File: config.mk
export PLATFORM = sky130hd
export DESIGN_NAME = fp_divider_seq
export DESIGN_NICKNAME = d
export VERILOG_FILES = /design/src/rtl/fp_divider_seq.sv
export SDC_FILE = /design/constraint.sdc
export NUM_CORES = 1
export LEC_CHECK = 0
export ABC_CLOCK_PERIOD_IN_PS = 4800
export CAP_MARGIN = 20
export CORE_MARGIN = 4
export CORE_UTILIZATION = 42
export CTS_BUF_LIST = sky130_fd_sc_hd__clkbuf_8
export DETAILED_ROUTE_END_ITERATION = 12
export DONT_BUFFER_PORTS = 1
export PLACE_DENSITY_LB_ADDON = 0.05
export SLEW_MARGIN = 25
export SYNTH_ARGS = -nofsm -noshare
export SYNTH_HDL_FRONTEND = slang
export SYNTH_SLANG_ARGS = --single-unit
export TNS_END_PERCENT = 50
File: constraint.sdc
create_clock -name clk -period 4.8 [get_ports clk]
set_input_delay 0.96 -clock clk [delete_from_list [all_inputs] [get_ports clk]]
set_output_delay 0.96 -clock clk [all_outputs]
set_load 0.01 [all_outputs]
File: src/rtl/fp_divider_seq.sv
// rtl/fp_divider_seq.sv - sequential binary32 divider: restoring mantissa division, one bit per clock, RNE rounding
module fp_divider_seq (
    input  logic        clk,
    input  logic        rst,
    input  logic        start,
    input  logic [31:0] a,
    input  logic [31:0] b,
    output logic [31:0] result,
    output logic        busy,
    output logic        done,
    output logic        div_by_zero,
    output logic        invalid
);

    typedef enum logic [1:0] {
        S_IDLE   = 2'd0,
        S_DIVIDE = 2'd1,
        S_NORM   = 2'd2,
        S_DONE   = 2'd3
    } state_t;

    localparam logic [4:0]  ITERATIONS = 5'd26;
    localparam logic [31:0] QNAN       = 32'h7FC0_0000;

    state_t            state_q, state_d;
    logic              sign_q, sign_d;
    logic signed [9:0] exp_q, exp_d;
    logic [23:0]       mb_q, mb_d;
    logic [24:0]       rem_q, rem_d;
    logic [25:0]       quo_q, quo_d;
    logic [4:0]        cnt_q, cnt_d;
    logic [31:0]       result_q, result_d;
    logic              dbz_q, dbz_d;
    logic              inv_q, inv_d;

    logic [7:0]  ea, eb;
    logic [22:0] fa, fb;
    logic        a_nan, b_nan, a_inf, b_inf, a_zero, b_zero;
    logic        op_sign;

    // Denormal inputs fall into the zero class.
    always_comb begin
        ea      = a[30:23];
        eb      = b[30:23];
        fa      = a[22:0];
        fb      = b[22:0];
        a_nan   = (ea == 8'hFF) && (fa != 23'd0);
        b_nan   = (eb == 8'hFF) && (fb != 23'd0);
        a_inf   = (ea == 8'hFF) && (fa == 23'd0);
        b_inf   = (eb == 8'hFF) && (fb == 23'd0);
        a_zero  = (ea == 8'h00);
        b_zero  = (eb == 8'h00);
        op_sign = a[31] ^ b[31];
    end

    logic        is_special;
    logic [31:0] spec_result;
    logic        spec_dbz;
    logic        spec_inv;

    always_comb begin
        is_special  = 1'b1;
        spec_result = QNAN;
        spec_dbz    = 1'b0;
        spec_inv    = 1'b0;
        if (a_nan || b_nan) begin
            spec_inv = 1'b1;
        end else if ((a_inf && b_inf) || (a_zero && b_zero)) begin
            spec_inv = 1'b1;
        end else if (b_zero) begin
            spec_result = {op_sign, 8'hFF, 23'd0};
            spec_dbz    = 1'b1;
        end else if (a_inf) begin
            spec_result = {op_sign, 8'hFF, 23'd0};
        end else if (b_inf || a_zero) begin
            spec_result = {op_sign, 31'd0};
        end else begin
            is_special  = 1'b0;
            spec_result = 32'd0;
        end
    end

    // Partial remainder stays below 2*mb, so one trial subtract per bit suffices.
    logic [25:0] trial;
    logic        q_bit;
    logic [24:0] rem_next;

    always_comb begin
        trial    = {1'b0, rem_q} - {2'b00, mb_q};
        q_bit    = ~trial[25];
        rem_next = (q_bit ? trial[24:0] : rem_q) << 1;
    end

    logic [22:0]       frac_pre;
    logic [22:0]       frac_rnd;
    logic              guard;
    logic              sticky;
    logic              round_up;
    logic              rnd_carry;
    logic signed [9:0] exp_adj;
    logic signed [9:0] exp_fin;
    logic [31:0]       norm_result;

    always_comb begin
        if (quo_q[25]) begin
            frac_pre = quo_q[24:2];
            guard    = quo_q[1];
            sticky   = quo_q[0] | (|rem_q);
            exp_adj  = exp_q;
        end else begin
            frac_pre = quo_q[23:1];
            guard    = quo_q[0];
            sticky   = |rem_q;
            exp_adj  = exp_q - 10'sd1;
        end
        round_up = guard & (sticky | frac_pre[0]);
        // A carry out of the fraction means the significand became exactly 2.0.
        {rnd_carry, frac_rnd} = {1'b0, frac_pre} + {23'd0, round_up};
        exp_fin = rnd_carry ? (exp_adj + 10'sd1) : exp_adj;
        if (exp_fin >= 10'sd255) begin
            norm_result = {sign_q, 8'hFF, 23'd0};
        end else if (exp_fin <= 10'sd0) begin
            norm_result = {sign_q, 31'd0};
        end else begin
            norm_result = {sign_q, exp_fin[7:0], frac_rnd};
        end
    end

    // DONE also accepts start so back-to-back operations lose no cycle.
    logic accept;

    always_comb begin
        accept = start && ((state_q == S_IDLE) || (state_q == S_DONE));
    end

    always_ff @(posedge clk) begin
        if (!rst) begin
            state_q <= S_IDLE;
        end else begin
            state_q <= state_d;
        end
    end

    always_comb begin
        state_d = state_q;
        case (state_q)
            S_IDLE: begin
                if (accept) begin
                    state_d = is_special ? S_DONE : S_DIVIDE;
                end
            end
            S_DIVIDE: begin
                if (cnt_q == 5'd1) begin
                    state_d = S_NORM;
                end
            end
            S_NORM: begin
                state_d = S_DONE;
            end
            S_DONE: begin
                if (accept) begin
                    state_d = is_special ? S_DONE : S_DIVIDE;
                end else begin
                    state_d = S_IDLE;
                end
            end
            default: begin
                state_d = S_IDLE;
            end
        endcase
    end

    always_comb begin
        sign_d   = sign_q;
        exp_d    = exp_q;
        mb_d     = mb_q;
        rem_d    = rem_q;
        quo_d    = quo_q;
        cnt_d    = cnt_q;
        result_d = result_q;
        dbz_d    = dbz_q;
        inv_d    = inv_q;
        if (accept) begin
            if (is_special) begin
                result_d = spec_result;
                dbz_d    = spec_dbz;
                inv_d    = spec_inv;
            end else begin
                sign_d = op_sign;
                exp_d  = $signed({2'b00, ea}) - $signed({2'b00, eb}) + 10'sd127;
                mb_d   = {1'b1, fb};
                rem_d  = {2'b01, fa};
                quo_d  = 26'd0;
                cnt_d  = ITERATIONS;
            end
        end else if (state_q == S_DIVIDE) begin
            rem_d = rem_next;
            quo_d = {quo_q[24:0], q_bit};
            cnt_d = cnt_q - 5'd1;
        end else if (state_q == S_NORM) begin
            result_d = norm_result;
            dbz_d    = 1'b0;
            inv_d    = 1'b0;
        end
    end

    always_ff @(posedge clk) begin
        if (!rst) begin
            sign_q   <= 1'b0;
            exp_q    <= 10'sd0;
            mb_q     <= 24'd0;
            rem_q    <= 25'd0;
            quo_q    <= 26'd0;
            cnt_q    <= 5'd0;
            result_q <= 32'd0;
            dbz_q    <= 1'b0;
            inv_q    <= 1'b0;
        end else begin
            sign_q   <= sign_d;
            exp_q    <= exp_d;
            mb_q     <= mb_d;
            rem_q    <= rem_d;
            quo_q    <= quo_d;
            cnt_q    <= cnt_d;
            result_q <= result_d;
            dbz_q    <= dbz_d;
            inv_q    <= inv_d;
        end
    end

    always_comb begin
        busy        = (state_q != S_IDLE);
        done        = (state_q == S_DONE);
        result      = result_q;
        div_by_zero = dbz_q;
        invalid     = inv_q;
    end

endmodule
== Word level (Yosys, flattened, before mapping) ==
Index checks and enable logic that the tools add are counted.

* Add/subtract/negate cells: 7
* Reduce and logical (&&, ||, !) cells: 26
* Bitwise logic cells: 6
* Equal/unequal tests: 11
* Magnitude comparators: 2
* Muxes and demuxes: 47

{| class="wikitable"
|+ Operators with widths
! kind !! number
|-
| $mux W32 || 9
|-
| $mux W26 || 3
|-
| $mux W25 || 3
|-
| $mux W31 || 2
|-
| $logic_not A23 Y1 || 2
|-
| $reduce_bool A23 Y1 || 2
|-
| $sub A25 B24 Y26 || 1
|-
| $reduce_or A25 Y1 || 1
|-
| $add A23 B1 Y24 || 1
|-
| $mux W24 || 1
|-
| $mux W23 || 1
|-
| $mux W10 || 2
|-
| $mux W1 || 18
|-
| $eq A8 B8 Y1 const B || 2
|-
| $logic_not A8 Y1 || 2
|-
| $mux W5 || 3
|-
| $add A10 B2 Y10 const B || 1
|-
| $add A9 B8 Y10 const B || 1
|-
| $ge A10 B9 Y1 const B || 1
|-
| $le A10 B1 Y1 const B || 1
|-
| $ne A2 B2 Y1 const B || 5
|-
| $sub A10 B2 Y10 const B || 1
|-
| $sub A8 B8 Y9 || 1
|-
| $mux W2 || 4
|-
| 15 further kinds || 31
|}

* Output and inout bits: 36
* Flip-flop bits (word level): 127
* Logic and storage cells: 109
* Bits of input ports: 67

== Depth between registers and ports, before layout ==
Gate-level depths: netlist (run 1).

* Depth in word-level cells: 13
* Gate-level depth with buffers: 17
* Mapped depth without buffers: 13

== Worst setup path before layout (run 1) ==
OpenSTA, ideal clock, no wires.

* Path kind: flip-flop to flip-flop
* From: reg quo_q[25]
* To: reg result_q[22], in the netlist result[22]
* Clock period less this slack: 4.057 ns
* Buffers on the path: 5
* Required time: 4.684 ns
* Slack: 0.743 ns
* Data arrival time: 3.941 ns
* Library setup time: 0.116 ns
* Stages on the path, launching flop included: 17
* Cell sequence: dfxtp_1 > buf_6 > buf_12 > clkbuf_1 > buf_1 > clkbuf_1 > mux2_2 > ha_1 > nand4_1 > a211oi_1 > and2_1 > nor2b_1 > and2_1 > and3_1 > and2_1 > or3b_2 > a41o_1

* Cells in the longest elaborated chain, start to end: 11
* Elaborated cells between the ends (all ways): 16
* Classes of those cells: add/sub: 2; order compare: 2; mux: 10; bitwise: 2

{| class="wikitable"
|+ Ends and longest elaborated chain
! what !! RTL line !! source
|-
| start, declared || 30 || <nowiki>logic [25:0] quo_q, quo_d;</nowiki>
|-
| start signal, assigned || 223 || <nowiki>quo_q <= quo_d;</nowiki>
|-
| $mux W1 or $mux W23 (tied branches) || 105 || <nowiki>if (quo_q[25]) begin</nowiki>
|-
| $or A1 B1 Y1 || 116 || <nowiki>round_up = guard & (sticky | frac_pre[0]);</nowiki>
|-
| $and A1 B1 Y1 || 116 ||
|-
| $add A23 B1 Y24 || 118 || <nowiki>{rnd_carry, frac_rnd} = {1'b0, frac_pre} + {23'd0, round_up};</nowiki>
|-
| $mux W10 || 119 || <nowiki>exp_fin = rnd_carry ? (exp_adj + 10'sd1) : exp_adj;</nowiki>
|-
| $le A10 B1 Y1 || 122 || <nowiki>end else if (exp_fin <= 10'sd0) begin</nowiki>
|-
| $mux W31 || 122 ||
|-
| $mux W31 * || 120 || <nowiki>if (exp_fin >= 10'sd255) begin</nowiki>
|-
| $mux W32 * || 200 || <nowiki>end else if (state_q == S_NORM) begin</nowiki>
|-
| $mux W32 * || 196 || <nowiki>end else if (state_q == S_DIVIDE) begin</nowiki>
|-
| $mux W32 * || 183 || <nowiki>if (accept) begin</nowiki>
|-
| end signal, assigned || 225 || <nowiki>result_q <= result_d;</nowiki>
|-
| end, declared || 32 || <nowiki>logic [31:0] result_q, result_d;</nowiki>
|}

Mark *: on every way between the ends. The rest lies on a longest branch, timed or not. The select of a mux whose other input is x is not followed.
A chain may end at the register's enable or synchronous reset.

== Final worst setup path (run 1) ==
Ends and elaborated chain as after synthesis.

==> results of run 1 <==
metal layers:
| metal | part of all wire | routed length (um) | vias up | GRT usage |
|---|---|---|---|---|
| met1 | 0.53 | 13500 | 3625 | 0.348 |
| li1 | - | - | 4001 | - |
| met2 | 0.40 | 10000 | 182 | 0.299 |
| met4 | 0.0085 | 214 | 0 | 0.0485 |
| met3 | 0.061 | 1530 | 13 | 0.0446 |
| met5 | 0 | 0 | - | 0 |
critical path: cells and delay by family (launching register included):
family	cells	cell delay, ps
flip-flops	1	820
adder cells (fa/ha/maj)	1	260
AND/OR/NAND/NOR	7	1510
AO/OA/AOI/OAI	2	300
multiplexers	1	350
buffers and inverters	2	480
stage by stage:
step                 util  power, mW  setup slack [ps]  hold WS, ps  instances
floorplan               -       4.15               743          436       1121
global placement    0.433       4.97              1050          443       1331
detailed placement  0.433       4.96               989          448       1331
CTS                 0.457       6.14               973          460       1363
global route        0.457       6.65               702          477       1363
finish              0.457       6.13               966          459       1363
how the worst min path moves through the flow:
stage / from / endpoint / slack (ps) / cells after the start
after floorplan: mb_q[10] / mb_q[10] / 440 / 2
after global routing: mb_q[10] / mb_q[10] / 480 / 2
after CTS: mb_q[19] / mb_q[19] / 460 / 2
after global placement: mb_q[20] / mb_q[20] / 440 / 2
final: mb_q[19] / mb_q[19] / 460 / 2
after detailed placement: mb_q[19] / mb_q[19] / 450 / 2
flip-flops by register name (all words and copies together), names as in the netlist, 2 cells and up:
| signal | flops |
|---|---|
| cnt_q | 5 |
| exp_q | 10 |
| mb_q | 24 |
| quo_q | 26 |
| rem_q | 25 |
| result | 32 |
| state_q | 2 |
synthesized netlist by cell type (3+ instances only):
cell	instances
a311oi_1	13
o21bai_1	3
and2_1	10
a22o_1	17
dfxtp_1	127
a211oi_1	24
o211ai_1	21
or4_1	8
nor3b_1	6
ha_1	42
nand2b_1	11
nor2b_1	14
a31oi_1	12
xor2_1	19
a21oi_1	116
o31ai_1	3
nor2_1	68
mux2i_1	17
nor4_1	22
nand4_1	18
xnor2_1	33
a21o_1	7
o31a_1	4
inv_1	61
nor3_1	26
nand3_1	55
a32o_1	9
clkbuf_1	62
buf_1	5
a21boi_0	6
nand2_1	135
o21ai_0	48
or3_1	12
buf_2	5
and3_1	9
o21a_1	8
mux2_2	6
buf_6	4
o2111ai_1	3
kinds of logic after synthesis:
kind of cell / synth area share
mux: 0.0276
simple gates: 0.240
compound gates: 0.250
fa+ha+maj: 0.0657
flops: 0.295
xor+xnor: 0.0548
buf+inv: 0.0662
area by class of cell:
class,instances,area [um2]
repair buffers,17,128
inverters,61,229
flip-flops and latches,127,2540
well taps,270,338
multi-input cells,856,5530
fillers,2089,11000
clock inverters,14,239
clock buffers,18,248
report_power, final:
| part | switching (mW) | total [mW] | internal (mW) |
|---|---|---|---|
| clock | 0.472 | 1.16 | 0.686 |
| sequential | 0.255 | 1.52 | 1.26 |
| combinational | 2.16 | 3.46 | 1.30 |
==> flow_metrics.env, run 1 <==
export IMPL_crit_path_cell_trace="buf_4 > mux2_2 > ha_1 > nand4_1 > a211oi_1 > buf_4 > and2_1 > nor2b_1 > and2_1 > and3_1 > and2_1 > or3b_2 > a41o_1"
export IMPL_critPathRequiredTime_ps=5150
export IMPL_synth_flop_cell="dfxtp_1"
export IMPL_max_slew_worst_pin_slew_ps=1010
export IMPL_yosysWarnings=0
export IMPL_final_cell_mix="nand2_1 (134), dfxtp_1 (126), a21oi_1 (116)"
export IMPL_design_area_um2=9250
export IMPL_gr_total_overflow=0
export IMPL_post_route_drc_count=0
export IMPL_ir_drop_v=0.000335
export IMPL_grt_first_pass_wirelength_um=39500
export IMPL_wl_per_cell_um=18.5
export IMPL_yosys_cell_types_count=79
export IMPL_p_leak_nw=3.34
export IMPL_syn_num_nets=1232
export IMPL_synth_largest_area_cell="dfxtp_1"
export IMPL_clock_path_buffers=2
export IMPL_dp_hpwl_um=18200
export IMPL_cts_root_buf="clkbuf_8"
export IMPL_ys_seq_area_frac=0.295
export IMPL_grt_pass1_vias=7104
export IMPL_timing_final_crit_share=0.799
export IMPL_netlist_top_cells_area="dfxtp_1 (30%), a21oi_1 (6.7%), ha_1 (6.1%)"
export IMPL_numCtsBuffers=17
export IMPL_antenna_left=0
export IMPL_synth_edff_count=0
export IMPL_place_area_um2=8770
export IMPL_syn_avg_cell_area_um2=7.68
export IMPL_hold_viol=0
export IMPL_gp_congestion=0.830
export IMPL_n_antenna_cell=0
export IMPL_io_buffers=0
export IMPL_setup_tns_ps=0
export IMPL_fmax_mhz=261
export IMPL_cap_violations=0
export IMPL_crit_top_cell="and2_1"
export IMPL_r2r_end="result[22]"
export IMPL_slew_viol_final=0
export IMPL_reg2reg_depth=13
export IMPL_ctsHoldBuffers=0
export IMPL_die_w_um=151
export IMPL_core_area_um2=20200
export IMPL_holdCritPathClass="flop to flop"
export IMPL_cts_max_level=4
export IMPL_setup_viol=0
export IMPL_worstPathArrival_ps=4190
export IMPL_drtIter0Drc=551
export IMPL_syn_cell_area_um2=8610
export IMPL_clock_skew_ps=12.5
export IMPL_clk_insertion_delay_late_ps=450
export IMPL_clk_pin_slew_ps=90
export IMPL_slowest_delay_ps=820
export IMPL_dr_pass1_iters=5
export IMPL_layout_commonest_cell="nand2_1"
export IMPL_antenna_found_initial=0
export IMPL_drive_gt1_frac=0.0741
export IMPL_finalCriticalPeriod_ps=3830
export IMPL_start_util=0.426
export IMPL_cts_tree="done"
export IMPL_vias_per_cell=5.74
export IMPL_crit_type="flop to flop"
export IMPL_startpoint_type="flop"
export IMPL_slew_limit_headroom=0.324
export IMPL_synth_async_reset_ratio=0
export IMPL_crit_start="quo_q[25]"
export IMPL_synth_top_area_frac=0.295
export IMPL_dieArea_um2=22900
export IMPL_cts_resized=0
export IMPL_synth_seq_cells=127
export IMPL_io_pins=103
export IMPL_cp_slowest_cell="dfxtp_2"
export IMPL_num_rows=52
export IMPL_grt_max_degree=74
export IMPL_syn_inst=1121
export IMPL_clock_sink_count=127
export IMPL_grt_usage=0.219
export IMPL_post_cts_buffers=0
export IMPL_r2r_slack_ps=970
export IMPL_totalWireLength_um=25200
export IMPL_areaGrowthSynthToFinish_pct=7.42
export IMPL_status="completed"
export IMPL_critPathCapture="result[22]"
export IMPL_vias=7821
export IMPL_fin_nets=1191
export IMPL_powerDensity_nw_per_um2=663
export IMPL_rsz0062_at_grt="no"
export IMPL_crit_fanout=38
export IMPL_r2r_start="quo_q[25]"
export IMPL_end_kind="flop"
export IMPL_fp_dieH_um=151
Power figures use the tool's default switching activity.
==> inputs of run 2 (changes only) <==
Settings changed: ABC_CLOCK_PERIOD_IN_PS 4800 to 3100.
Clock period 4.8 ns to 3.1 ns, I/O delays scaled along.
==> run 2 against run 1 <==
  * The run now ends with setup timing left
  * Highest routed layer is now met5
  * Final cell count is 6.5% higher
  * Sequential share of layout area is 2.2 points lower
  * Sequential cell count stayed put
  * Hold slack worse by 170 ps
  * Critical path type unchanged
  * Via count is 6.1% higher
  * Critical path depth is 1 lower
  * Combinational power is 86% higher
  * Fmax is 21% higher
  * Clock power is 34% higher
  * Register-to-register slack worse by 1000 ps
  * Power is 67% higher
==> flow_metrics.env, run 2 (synthesized netlist as in run 1, its figures left out) <==
export IMPL_status="finished, violations left"
export IMPL_violations="setup timing"
export IMPL_antenna_left=0
export IMPL_start_util=0.426
export IMPL_core_area_um2=20200
export IMPL_largest_reg_flops=32
export IMPL_gp_congestion=0.868
export IMPL_r2r_start="quo_q[25]"
export IMPL_areaGrowthSynthToFinish_pct=17.0
export IMPL_clock_path_buffers=2
export IMPL_gr_total_overflow=0
export IMPL_io_buffers=0
export IMPL_final_cell_mix="nand2_1 (134), dfxtp_1 (126), a21oi_1 (116)"
export IMPL_fin_nets=1282
export IMPL_dr_pass1_iters=5
export IMPL_timing_final_crit_share=1.02
export IMPL_setup_viol=14
export IMPL_finalCriticalPeriod_ps=3170
export IMPL_max_slew_worst_pin_slew_ps=538
export IMPL_fmax_mhz=316
export IMPL_ir_drop_v=0.000445
export IMPL_final_cells=1452
export IMPL_crit_fanout=15
export IMPL_p_leak_nw=3.82
export IMPL_worstPathArrival_ps=3520
export IMPL_power_share_combinational=0.626
export IMPL_drive_gt1_frac=0.157
export IMPL_cts_tree="done"
export IMPL_totalWireLength_um=26000
export IMPL_ctsHoldBuffers=0
export IMPL_slew_viol_final=0
export IMPL_clock_sink_count=127
export IMPL_vias_per_cell=5.71
export IMPL_seqCellArea_um2=2550
export IMPL_hold_viol=0
export IMPL_grt_max_degree=65
export IMPL_post_route_drc_count=0
export IMPL_clkPwrFrac=0.152
export IMPL_numCtsBuffers=17
export IMPL_power_total_mw=10.3
export IMPL_grt_usage=0.222
export IMPL_die_w_um=151
export IMPL_finish_utilization=0.498
export IMPL_startpoint_type="flop"
export IMPL_clk_pin_slew_ps=80
export IMPL_critPathRequiredTime_ps=3450
export IMPL_cts_root_buf="clkbuf_8"
export IMPL_io_pins=103
export IMPL_vias=8295
export IMPL_cap_violations=0
export IMPL_end_kind="flop"
export IMPL_fp_dieH_um=151
export IMPL_crit_type="flop to flop"
export IMPL_p_seq_frac=0.223
export IMPL_grt_first_pass_wirelength_um=40300
export IMPL_grt_pass1_vias=7669
export IMPL_num_rows=52
export IMPL_dieArea_um2=22900
export IMPL_holdCritPathClass="primary input to flop"
export IMPL_switching_share=0.460
export IMPL_clock_skew_ps=8.87
export IMPL_rsz0062_at_grt="yes"
export IMPL_p_sw_mw=4.72
export IMPL_antenna_found_initial=1
export IMPL_n_antenna_cell=0
export IMPL_powerDensity_nw_per_um2=1020
export IMPL_fillers=2030
export IMPL_dpl_cell_count=1406
export IMPL_hp_start="b[13]"
export IMPL_multiInputGateArea_um2=5700
export IMPL_wl_per_cell_um=17.9
export IMPL_crit_start="quo_q[25]"
export IMPL_drtIter0Drc=461
export IMPL_slew_limit_headroom=0.638
export IMPL_setup_ws_ps=-68.9
export IMPL_internal_power_mw=5.55
export IMPL_layout_commonest_cell="nand2_1"
export IMPL_clk_insertion_delay_late_ps=460
export IMPL_cts_max_level=4
export IMPL_dp_hpwl_um=18500
==> run 2: cell types whose count changed in the layout (fill, tap and decap cells not counted), moves of 3 or more <==
cell / before / now
buf_6: 0 / 3
clkbuf_8: 18 / 22
and2_1: 10 / 7
clkinv_4: 3 / 0
bufinv_16: 6 / 3
buf_4: 17 / 98
buf_12: 0 / 4
and2_4: 0 / 3
and4_4: 1 / 4
==> run 2: cell type report <==
class | instances | share of cell area
Multi-Input combinational cell | 859 | 0.565
Sequential cell | 127 | 0.253
Timing Repair Buffer | 105 | 0.0843
Tap cell | 270 | 0.0335
Clock buffer | 22 | 0.0301
Inverter | 61 | 0.0227
Clock inverter | 8 | 0.0112
==> run 2: power groups by stage <==
stage / Combinational (mW) / Sequential, mW / Clock [mW]
CTS: 6.03 / 2.28 / 1.59
floorplan: 4.23 / 2.21 / 0
global placement: 6.01 / 2.31 / 0
global route: 7.10 / 2.33 / 1.66
finish: 6.43 / 2.29 / 1.56
detailed placement: 5.99 / 2.31 / 0
==> run 2: final timing paths <==
path         slack, ps  depth (start not counted)          to
max                -70                         12  result[22]
min reg2reg        460                          2    mb_q[15]
min                290                          2    mb_q[13]
max reg2reg        -70                         12  result[22]
==> run 2: per-stage QoR <==
stage | hold WS [ps] | worst slack, ps | TNS (ps) | instance area, um2
floorplan | 436 | 10.2 | 0 | 8690
global placement | 442 | -76.0 | -1160 | 9420
detailed placement | 449 | -105 | -1840 | 9420
CTS | 267 | 12.2 | 0 | 9850
global route | 267 | -275 | -5460 | 10100
finish | 288 | -68.9 | -488 | 10100
==> run 2: layer usage <==
layer | up-vias | GRT usage | wire (um)
met4 | 2 | 0.0644 | 484
met2 | 189 | 0.347 | 11800
met3 | 36 | 0.0506 | 1290
li1 | 4190 | - | -
met5 | - | 0 | 13
met1 | 3878 | 0.304 | 12400
==> run 2: what timing repair did <==
action                                  4_1_cts  5_1_grt
pin swaps                                     0       18
setup buffers                                 1       12
cloned                                        0        3
endpoints found under the setup margin       25       37
resized for setup                             2       24
hold endpoints to repair                      0        0
==> run 2: critical path, cell delays in order (launching register included) <==
cell,delay [ps]
dfxtp_4,360
buf_4,140
buf_12,140
nand2b_1,180
a2111oi_2,330
nand4_1,210
buf_6,190
nor3_4,160
mux2i_2,280
xor2_2,110
o41a_1,470
and4_4,260
a41o_1,240
